File: config.mk
export PLATFORM = sky130hd
export DESIGN_NAME = serial_add_arb
export DESIGN_NICKNAME = d
export VERILOG_FILES = /design/src/rtl/serial_add_arb.sv
export SDC_FILE = /design/constraint.sdc
export NUM_CORES = 1
export LEC_CHECK = 0
export BUFFER_PORTS_ARGS = -buffer_cell sky130_fd_sc_hd__buf_2
export CAP_MARGIN = 10
export CORE_AREA = 2 2 81 83
export DETAILED_ROUTE_END_ITERATION = 16
export DIE_AREA = 0 0 83 85
export PLACE_DENSITY = 0.86
export SYNTH_ARGS = -nofsm -noshare
export SYNTH_HDL_FRONTEND = slang
export SYNTH_SLANG_ARGS = --single-unit
File: constraint.sdc
create_clock -name clk -period 4.1 [get_ports clk]
set_input_delay 0.82 -clock clk [delete_from_list [all_inputs] [get_ports clk]]
set_output_delay 0.82 -clock clk [all_outputs]
set_load 0.005 [all_outputs]
File: src/rtl/serial_add_arb.sv
// serial_add_arb: two-requester round-robin front end for a nibble-serial adder.
// A single 4-bit carry-select slice (sum_4) is reused for every nibble of every
// operation, so a WIDTH-bit add takes WIDTH/4 cycles in ADD before the result
// is presented in DONE.
//
// Ports
//   clk, reset_n             clock, asynchronous active-low reset
//   reqN_valid               requester N has an operation pending
//   reqN_a, reqN_b, reqN_cin requester N operands and carry-in
//   reqN_ready               requester N accepted this cycle (IDLE only)
//   res_valid, res_ready     result handshake
//   res_id                   requester that owns the result
//   res_sum, res_cout        a + b + cin modulo 2^WIDTH, and carry-out
//   busy                     high whenever the FSM is not in IDLE
module serial_add_arb #(
  parameter int unsigned WIDTH = 16
) (
  input  logic             clk,
  input  logic             reset_n,
  input  logic             req0_valid,
  input  logic [WIDTH-1:0] req0_a,
  input  logic [WIDTH-1:0] req0_b,
  input  logic             req0_cin,
  output logic             req0_ready,
  input  logic             req1_valid,
  input  logic [WIDTH-1:0] req1_a,
  input  logic [WIDTH-1:0] req1_b,
  input  logic             req1_cin,
  output logic             req1_ready,
  output logic             res_valid,
  input  logic             res_ready,
  output logic             res_id,
  output logic [WIDTH-1:0] res_sum,
  output logic             res_cout,
  output logic             busy
);

  localparam int unsigned NIB = WIDTH / 4;
  localparam int unsigned CW  = $clog2(NIB);

  typedef enum logic [1:0] {IDLE, ADD, DONE} state_t;

  // 4-bit carry-select slice: low pair ripples, high pair is precomputed for
  // both carries and selected by the low-pair carry. Returns {cout, sum}.
  function automatic logic [4:0] sum_4(input logic [3:0] a, input logic [3:0] b,
                                       input logic cin);
    logic [2:0] lo;
    logic [2:0] hi0;
    logic [2:0] hi1;
    lo  = 3'({1'b0, a[1:0]}) + 3'({1'b0, b[1:0]}) + 3'(cin);
    hi0 = 3'({1'b0, a[3:2]}) + 3'({1'b0, b[3:2]});
    hi1 = 3'({1'b0, a[3:2]}) + 3'({1'b0, b[3:2]}) + 3'd1;
    sum_4 = lo[2] ? {hi1, lo[1:0]} : {hi0, lo[1:0]};
  endfunction

  state_t           state_q, state_d;
  logic [CW-1:0]    cnt_q, cnt_d;
  logic             carry_q, carry_d;
  logic [WIDTH-1:0] a_q, a_d;
  logic [WIDTH-1:0] b_q, b_d;
  logic [WIDTH-1:0] sum_q, sum_d;
  logic             cout_q, cout_d;
  logic             id_q, id_d;
  logic             pref_q, pref_d;      // requester preferred on a tie
  logic             valid_q, busy_q;
  logic             gnt0, gnt1;
  logic [3:0]       a_nib, b_nib;
  logic [4:0]       slice;

  // State and datapath registers
  always_ff @(posedge clk or negedge reset_n) begin
    if (!reset_n) begin
      state_q <= IDLE;
      cnt_q   <= '0;
      carry_q <= 1'b0;
      a_q     <= '0;
      b_q     <= '0;
      sum_q   <= '0;
      cout_q  <= 1'b0;
      id_q    <= 1'b0;
      pref_q  <= 1'b0;
      valid_q <= 1'b0;
      busy_q  <= 1'b0;
    end else begin
      state_q <= state_d;
      cnt_q   <= cnt_d;
      carry_q <= carry_d;
      a_q     <= a_d;
      b_q     <= b_d;
      sum_q   <= sum_d;
      cout_q  <= cout_d;
      id_q    <= id_d;
      pref_q  <= pref_d;
      valid_q <= (state_d == DONE);
      busy_q  <= (state_d != IDLE);
    end
  end

  // Next-state, arbitration and nibble datapath
  always_comb begin
    state_d = state_q;
    cnt_d   = cnt_q;
    carry_d = carry_q;
    a_d     = a_q;
    b_d     = b_q;
    sum_d   = sum_q;
    cout_d  = cout_q;
    id_d    = id_q;
    pref_d  = pref_q;
    gnt0    = 1'b0;
    gnt1    = 1'b0;
    a_nib   = '0;
    b_nib   = '0;

    for (int unsigned i = 0; i < NIB; i++) begin
      if (cnt_q == CW'(i)) begin
        a_nib = a_q[4*i +: 4];
        b_nib = b_q[4*i +: 4];
      end
    end
    slice = sum_4(a_nib, b_nib, carry_q);

    unique case (state_q)
      IDLE: begin
        // Requester 0 wins when alone or when it is the preferred one.
        if (req0_valid && (!req1_valid || !pref_q)) begin
          gnt0 = 1'b1;
        end else if (req1_valid) begin
          gnt1 = 1'b1;
        end
        if (gnt0 || gnt1) begin
          a_d     = gnt1 ? req1_a : req0_a;
          b_d     = gnt1 ? req1_b : req0_b;
          carry_d = gnt1 ? req1_cin : req0_cin;
          cnt_d   = '0;
          sum_d   = '0;
          cout_d  = 1'b0;
          id_d    = gnt1;
          pref_d  = ~gnt1;
          state_d = ADD;
        end
      end
      ADD: begin
        for (int unsigned i = 0; i < NIB; i++) begin
          if (cnt_q == CW'(i)) begin
            sum_d[4*i +: 4] = slice[3:0];
          end
        end
        carry_d = slice[4];
        cnt_d   = CW'(cnt_q + 1'b1);
        if (cnt_q == CW'(NIB - 1)) begin
          cout_d  = slice[4];
          state_d = DONE;
        end
      end
      DONE: begin
        if (res_ready) begin
          state_d = IDLE;
        end
      end
      default: state_d = IDLE;
    endcase
  end

  // Ready is a same-cycle acknowledge of the grant; forced low while in reset.
  assign req0_ready = reset_n & gnt0;
  assign req1_ready = reset_n & gnt1;
  assign res_valid  = valid_q;
  assign res_id     = id_q;
  assign res_sum    = sum_q;
  assign res_cout   = cout_q;
  assign busy       = busy_q;

endmodule

# --- Yosys cells after proc, flatten, opt, wreduce, memory -nomap -nowiden ---
# Cells that the tools add are included.
classes:
  add_sub_neg: 5
  n_eq_ne: 11
  n_mux: 36
  bitwise_logic: 3
  n_reduce_logical: 15
op_table:
  columns: ["operator", "count"]
  rows:
  - ["$mux W16", 3]
  - ["$mux W4", 12]
  - ["$pmux W16 S2", 1]
  - ["$reduce_and A3 Y1", 4]
  - ["$mux W1", 11]
  - ["$ne A2 B2 Y1 const B", 5]
  - ["$eq A2 B2 Y1 const B", 4]
  - ["$mux W2", 4]
  - ["$add A2 B2 Y3", 2]
  - ["$pmux W2 S3", 1]
  - ["$mux W5", 1]
  - ["$eq A2 B1 Y1 const B", 2]
  - ["$logic_not A2 Y1", 2]
  - ["$pmux W1 S2", 2]
  - ["$pmux W2 S2", 1]
  - ["$reduce_and A2 Y1", 2]
  - ["$reduce_bool A2 Y1", 2]
  - ["$add A3 B1 Y3", 1]
  - ["$add A3 B1 Y3 const B", 1]
  - ["$add A2 B1 Y2 const B", 1]
  - ["$and A1 B1 Y1", 2]
  - ["$logic_not A1 Y1", 2]
  - ["$logic_or A1 B1 Y1", 2]
  - ["$logic_and A1 B1 Y1", 1]
  - ["$not A1 Y1", 1]
totals:
  regBits: 58
  in_bits: 71
  output_inout_bits: 22
  elab_cells: 84

# --- Depth between registers and ports, before layout ---
logic_depth:
  word_depth: 10
  mapped_depth: 15
  ltp_nobuf: 13

# --- Least setup slack after synthesis ---
# Ideal clock, no wire load.
synth_path:
  kind: "register -> register"
  start: "register cnt_q[0]"
  end: "register sum_q[15] (netlist: res_sum[15])"
  setup_time_ps: 128
  arrival_ps: 2713
  required_ps: 3972
  path_slack_ps: 1259
  stages_incl_launch_ff: 13
  path_buffers: 2
  period_less_slack_ps: 2841
  cell_sequence: "dfrtp_1 > inv_1 > ha_1 > clkbuf_1 > buf_2 > mux2i_1 > o21ai_1 > ha_1 > fa_1 > ha_1 > mux2i_1 > nor2_1 > mux2_1"
synth_between:
  elab_chain_cells: 10
  word_cells_on_any_way: 21
  classes_between: "add/sub: 4; eq/ne: 4; mux: 11; reduce/logical: 2"
synth_lines:
  columns: ["item", "line_no", "text"]
  rows:
  - ["from (decl)", "57", "logic [CW-1:0] cnt_q, cnt_d;"]
  - ["from (signal assigned)", "86", "cnt_q <= cnt_d;"]
  - ["$logic_not A2 Y1", "116", "if (cnt_q == CW'(i)) begin"]
  - ["$mux W4 (4 in series)", "116", null]
  - ["$add A2 B2 Y3, on equally long branches", "51, 52, 50", null]
  - ["$add A3 B1 Y3, on equally long branches", "52, 50", null]
  - ["$mux W5", "53", "sum_4 = lo[2] ? {hi1, lo[1:0]} : {hi0, lo[1:0]};"]
  - ["$mux W4", "145", "if (cnt_q == CW'(i)) begin"]
  - ["$pmux W16 S2", "123", "unique case (state_q)"]
  - ["to (signal assigned)", "90", "sum_q <= sum_d;"]
  - ["to (decl)", "61", "logic [WIDTH-1:0] sum_q, sum_d;"]
# Several ways; a longest one is shown, not always the timed one. The select of a mux whose other input is x is not followed.
# A chain may end at the register's enable or synchronous reset.

# --- Worst setup path after layout ---
layout_path:
  start: "register cnt_q[0]"
  end: "register sum_q[7] (netlist: res_sum[7])"
# The elaborated chain is that of the path after synthesis.

==> flow_metrics.py <==
metrics = {
    "setup_path": {
        "endpoint_kind": "flop",
        "worst_ep_required_time_ps": 4330,
        "r2r_cells": 10,
        "critPathBufInv": 1,
        "worstPathCellList": "inv_1 -> ha_1 -> mux2i_1 -> o21ai_1 -> ha_1 -> fa_1 -> ha_1 -> mux2i_1 -> nor2_1 -> mux2_1",
        "r2r_slack_ps": 930,
        "critPathMaxFanout": 17,
        "crit_path_frequent_cell": "ha_1",
        "crit_arrival_ps": 3400,
        "r2r-start": "cnt_q[0]",
        "critPathLaunchType": "flop",
        "startpoint": "cnt_q[0]",
        "crit_type": "reg2reg",
        "crit_family": "adder cells",
        "crit_end": "res_sum[7]",
        "slowest_stage": "ha_1",
        "worstSetupPathDepth": 10,
        "critPathMaxStageDelay_ps": 580,
        "r2r_end": "res_sum[7]",
    },
    "logic_synthesis": {
        "synth-compound-area-share_pct": 17.5,
        "synth_area_leader_cell": "dfrtp_1",
        "synth_common_cells": "58 x dfrtp_1, 56 x nand2_1, 40 x o21ai_1, 34 x mux2i_1",
        "netlist_area_sq_um": 3020,
        "ys_ff_latch": 58,
        "yosys.area_share.simple_pct": 11.4,
        "synth_area_leaders": "dfrtp_1 48%, mux2i_1 11%, nand2_1 7.0%",
        "synth_flop_cell": "dfrtp_1",
        "avgSynthCellArea_sq_um": 10.2,
        "synth_enable_flop_cells": 0,
        "syn_nets": 377,
        "synth_xor_area_share_pct": 0.580,
        "synth.most_common_cell": "dfrtp_1",
        "synth_top_family_by_area": "compound AO/OA/AOI/OAI gates",
        "ys_types": 41,
        "yosys_warnings": 0,
        "synthAdderAreaFrac_pct": 4.48,
        "async_flop_share_pct": 100,
        "netlist.area_leader.share_pct": 48.1,
        "syn_inst": 297,
        "ys_seq_area_share_pct": 48.1,
        "synthMuxAreaShare_pct": 12.8,
    },
    "power_and_ir_drop": {
        "ir_worst_vdd_mv": 0.381,
        "leakage_nw": 1.85,
        "power.density_nw_per_um2": 819,
    },
    "run_status": {
        "status": "completed",
    },
    "clocking": {
        "clk_pin_slew_ps": 70,
        "clock_sink_count": 58,
        "cts_tree": "done",
        "hold_buffers": 0,
        "cts_resized": 0,
        "cts_setup_buffers": 0,
        "clock_path_buffers": 2,
        "numCtsBuffers": 9,
        "h-tree-depth": 3,
        "root_buffer": "clkbuf_8",
        "clock_latency_ps": 340,
    },
    "global_routing": {
        "grt_pass1_wl_um": 11200,
        "grt-ovfl-total": 0,
        "grt_use_total_pct": 19.8,
        "grt_max_degree": 65,
        "antenna_found_initial": 0,
        "grt_pass1_vias": 2399,
    },
    "placed_design": {
        "gp_congestion": 0.876,
        "dpl.hpwl_um": 4920,
        "portBuffers": 92,
        "dp_slack_ps": 970,
    },
    "sta": {
        "skew_ps": 9.19,
        "timing_hold_violations_final": 0,
        "slew_headroom_pct": 52.6,
        "setup-violations-final": 0,
        "setup_tns_ps": 0,
        "fin_ws_ps": 926,
        "slew_viol_final": 0,
        "min_period_ps": 3170,
        "finalCritPeriodShare_pct": 77.4,
        "max_freq_ghz": 0.315,
        "tightest_slew_ps": 712,
        "rsz0062_at_grt": "false",
    },
    "final_layout": {
        "final_nets": 462,
        "nFillCells": 547,
        "area_growth_pct": 21.5,
        "drive_above_1_share_pct": 30.5,
        "num_antenna_cells": 0,
    },
    "route": {
        "dr_wl_met3_um": 418,
        "wl_per_cell_um": 14.1,
        "routed_wl_um": 6550,
        "drt-pass1-iter-count": 4,
        "via_per_inst": 5.30,
        "wl_met2_um": 3190,
        "met1_length_um": 2790,
        "drc_errors": 0,
        "highest_layer": "met4",
        "antenna_left": 0,
        "drtIter0Drc": 134,
        "vias": 2460,
    },
    "worst_hold_path": {
        "hold_class": "reg2reg",
    },
    "die": {
        "die_y_um": 85,
        "die_w_um": 83,
        "boundaryPins": 93,
        "die_area_sq_um": 7060,
        "start_util_pct": 48.6,
        "coreArea_sq_um": 6200,
        "row_count": 29,
    },
    "run": {
        "max-cap-violations": 0,
    },
}
-- sequential cells by signal (all words and copies together), names as in the netlist, 2 cells and up --
| register | cells |
|---|---|
| a_q | 16 |
| b_q | 16 |
| res_sum | 16 |
| cnt_q | 2 |
| state_q | 2 |
-- placed cells by master, fill, tap and decap left out, drive strengths merged, types with 6 or more instances in the layout --
cell and instances:
mux2i 34, ha 6, a21oi 8, buf 95
dfrtp 58, o21ai 41, nor2 8, inv 9
nand2 56, clkbuf 14, o2bb2ai 6
-- layout make-up --
class | count | area (sq um) | share of cell area, %
Clock inverter | 2 | 10.0 | 0.273
Multi-Input combinational cell | 209 | 1420 | 38.7
Clock buffer | 14 | 173 | 4.71
Tap cell | 77 | 96.3 | 2.63
Inverter | 9 | 33.8 | 0.922
Timing Repair Buffer | 95 | 483 | 13.2
Sequential cell | 58 | 1450 | 39.6
-- worst min-delay path by stage --
stage | startpoint | cells past startpoint | slack, ps | to
floorplan | a_q[10] | 2 | 460 | a_q[10]
global placement | res_sum[13] | 2 | 460 | res_sum[13]
detailed placement | res_sum[1] | 1 | 470 | res_sum[1]
CTS | b_q[1] | 2 | 490 | b_q[1]
global route | res_sum[3] | 1 | 510 | res_sum[3]
finish | res_sum[13] | 2 | 480 | res_sum[13]
-- metrics by stage --
step,util (%),area (sq um),instances,power [mW],hold WS [ps]
floorplan,-,3020,297,2.11,455
global placement,56.1,3480,448,2.43,462
detailed placement,56.1,3480,448,2.53,475
CTS,59.1,3670,464,3.02,493
global route,59.1,3670,464,3.27,511
finish,59.1,3670,464,3.00,485
-- power breakdown --
group          total (mW)  switching (mW)  leakage, nW  internal (mW)
sequential           1.01           0.169        0.726          0.841
clock               0.482           0.215       0.0965          0.267
combinational        1.51           0.869         1.03          0.641
-- metal layers --
metal,track usage [%],up-vias
met2,31.7,85
met4,8.49,0
met3,6.42,16
li1,-,1209
met5,0,-
met1,24.9,1150
-- logic make-up after synthesis --
family          count (synthesis)
mux                            38
buf+inv                        30
fa+ha+maj                       9
compound gates                 82
xor+xnor                        2
simple gates                   78
flops                          58
-- worst reg2reg max path, delay by kind of cell, from the launching register on --
| family | cells | cell delay (ps) |
|---|---|---|
| adder cells (fa/ha/maj) | 4 | 1590 |
| multiplexers | 3 | 750 |
| AO/OA/AOI/OAI | 1 | 90 |
| AND/OR/NAND/NOR | 1 | 100 |
| flip-flops | 1 | 410 |
| buffers and inverters | 1 | 130 |
Power figures use the tool's default switching activity.
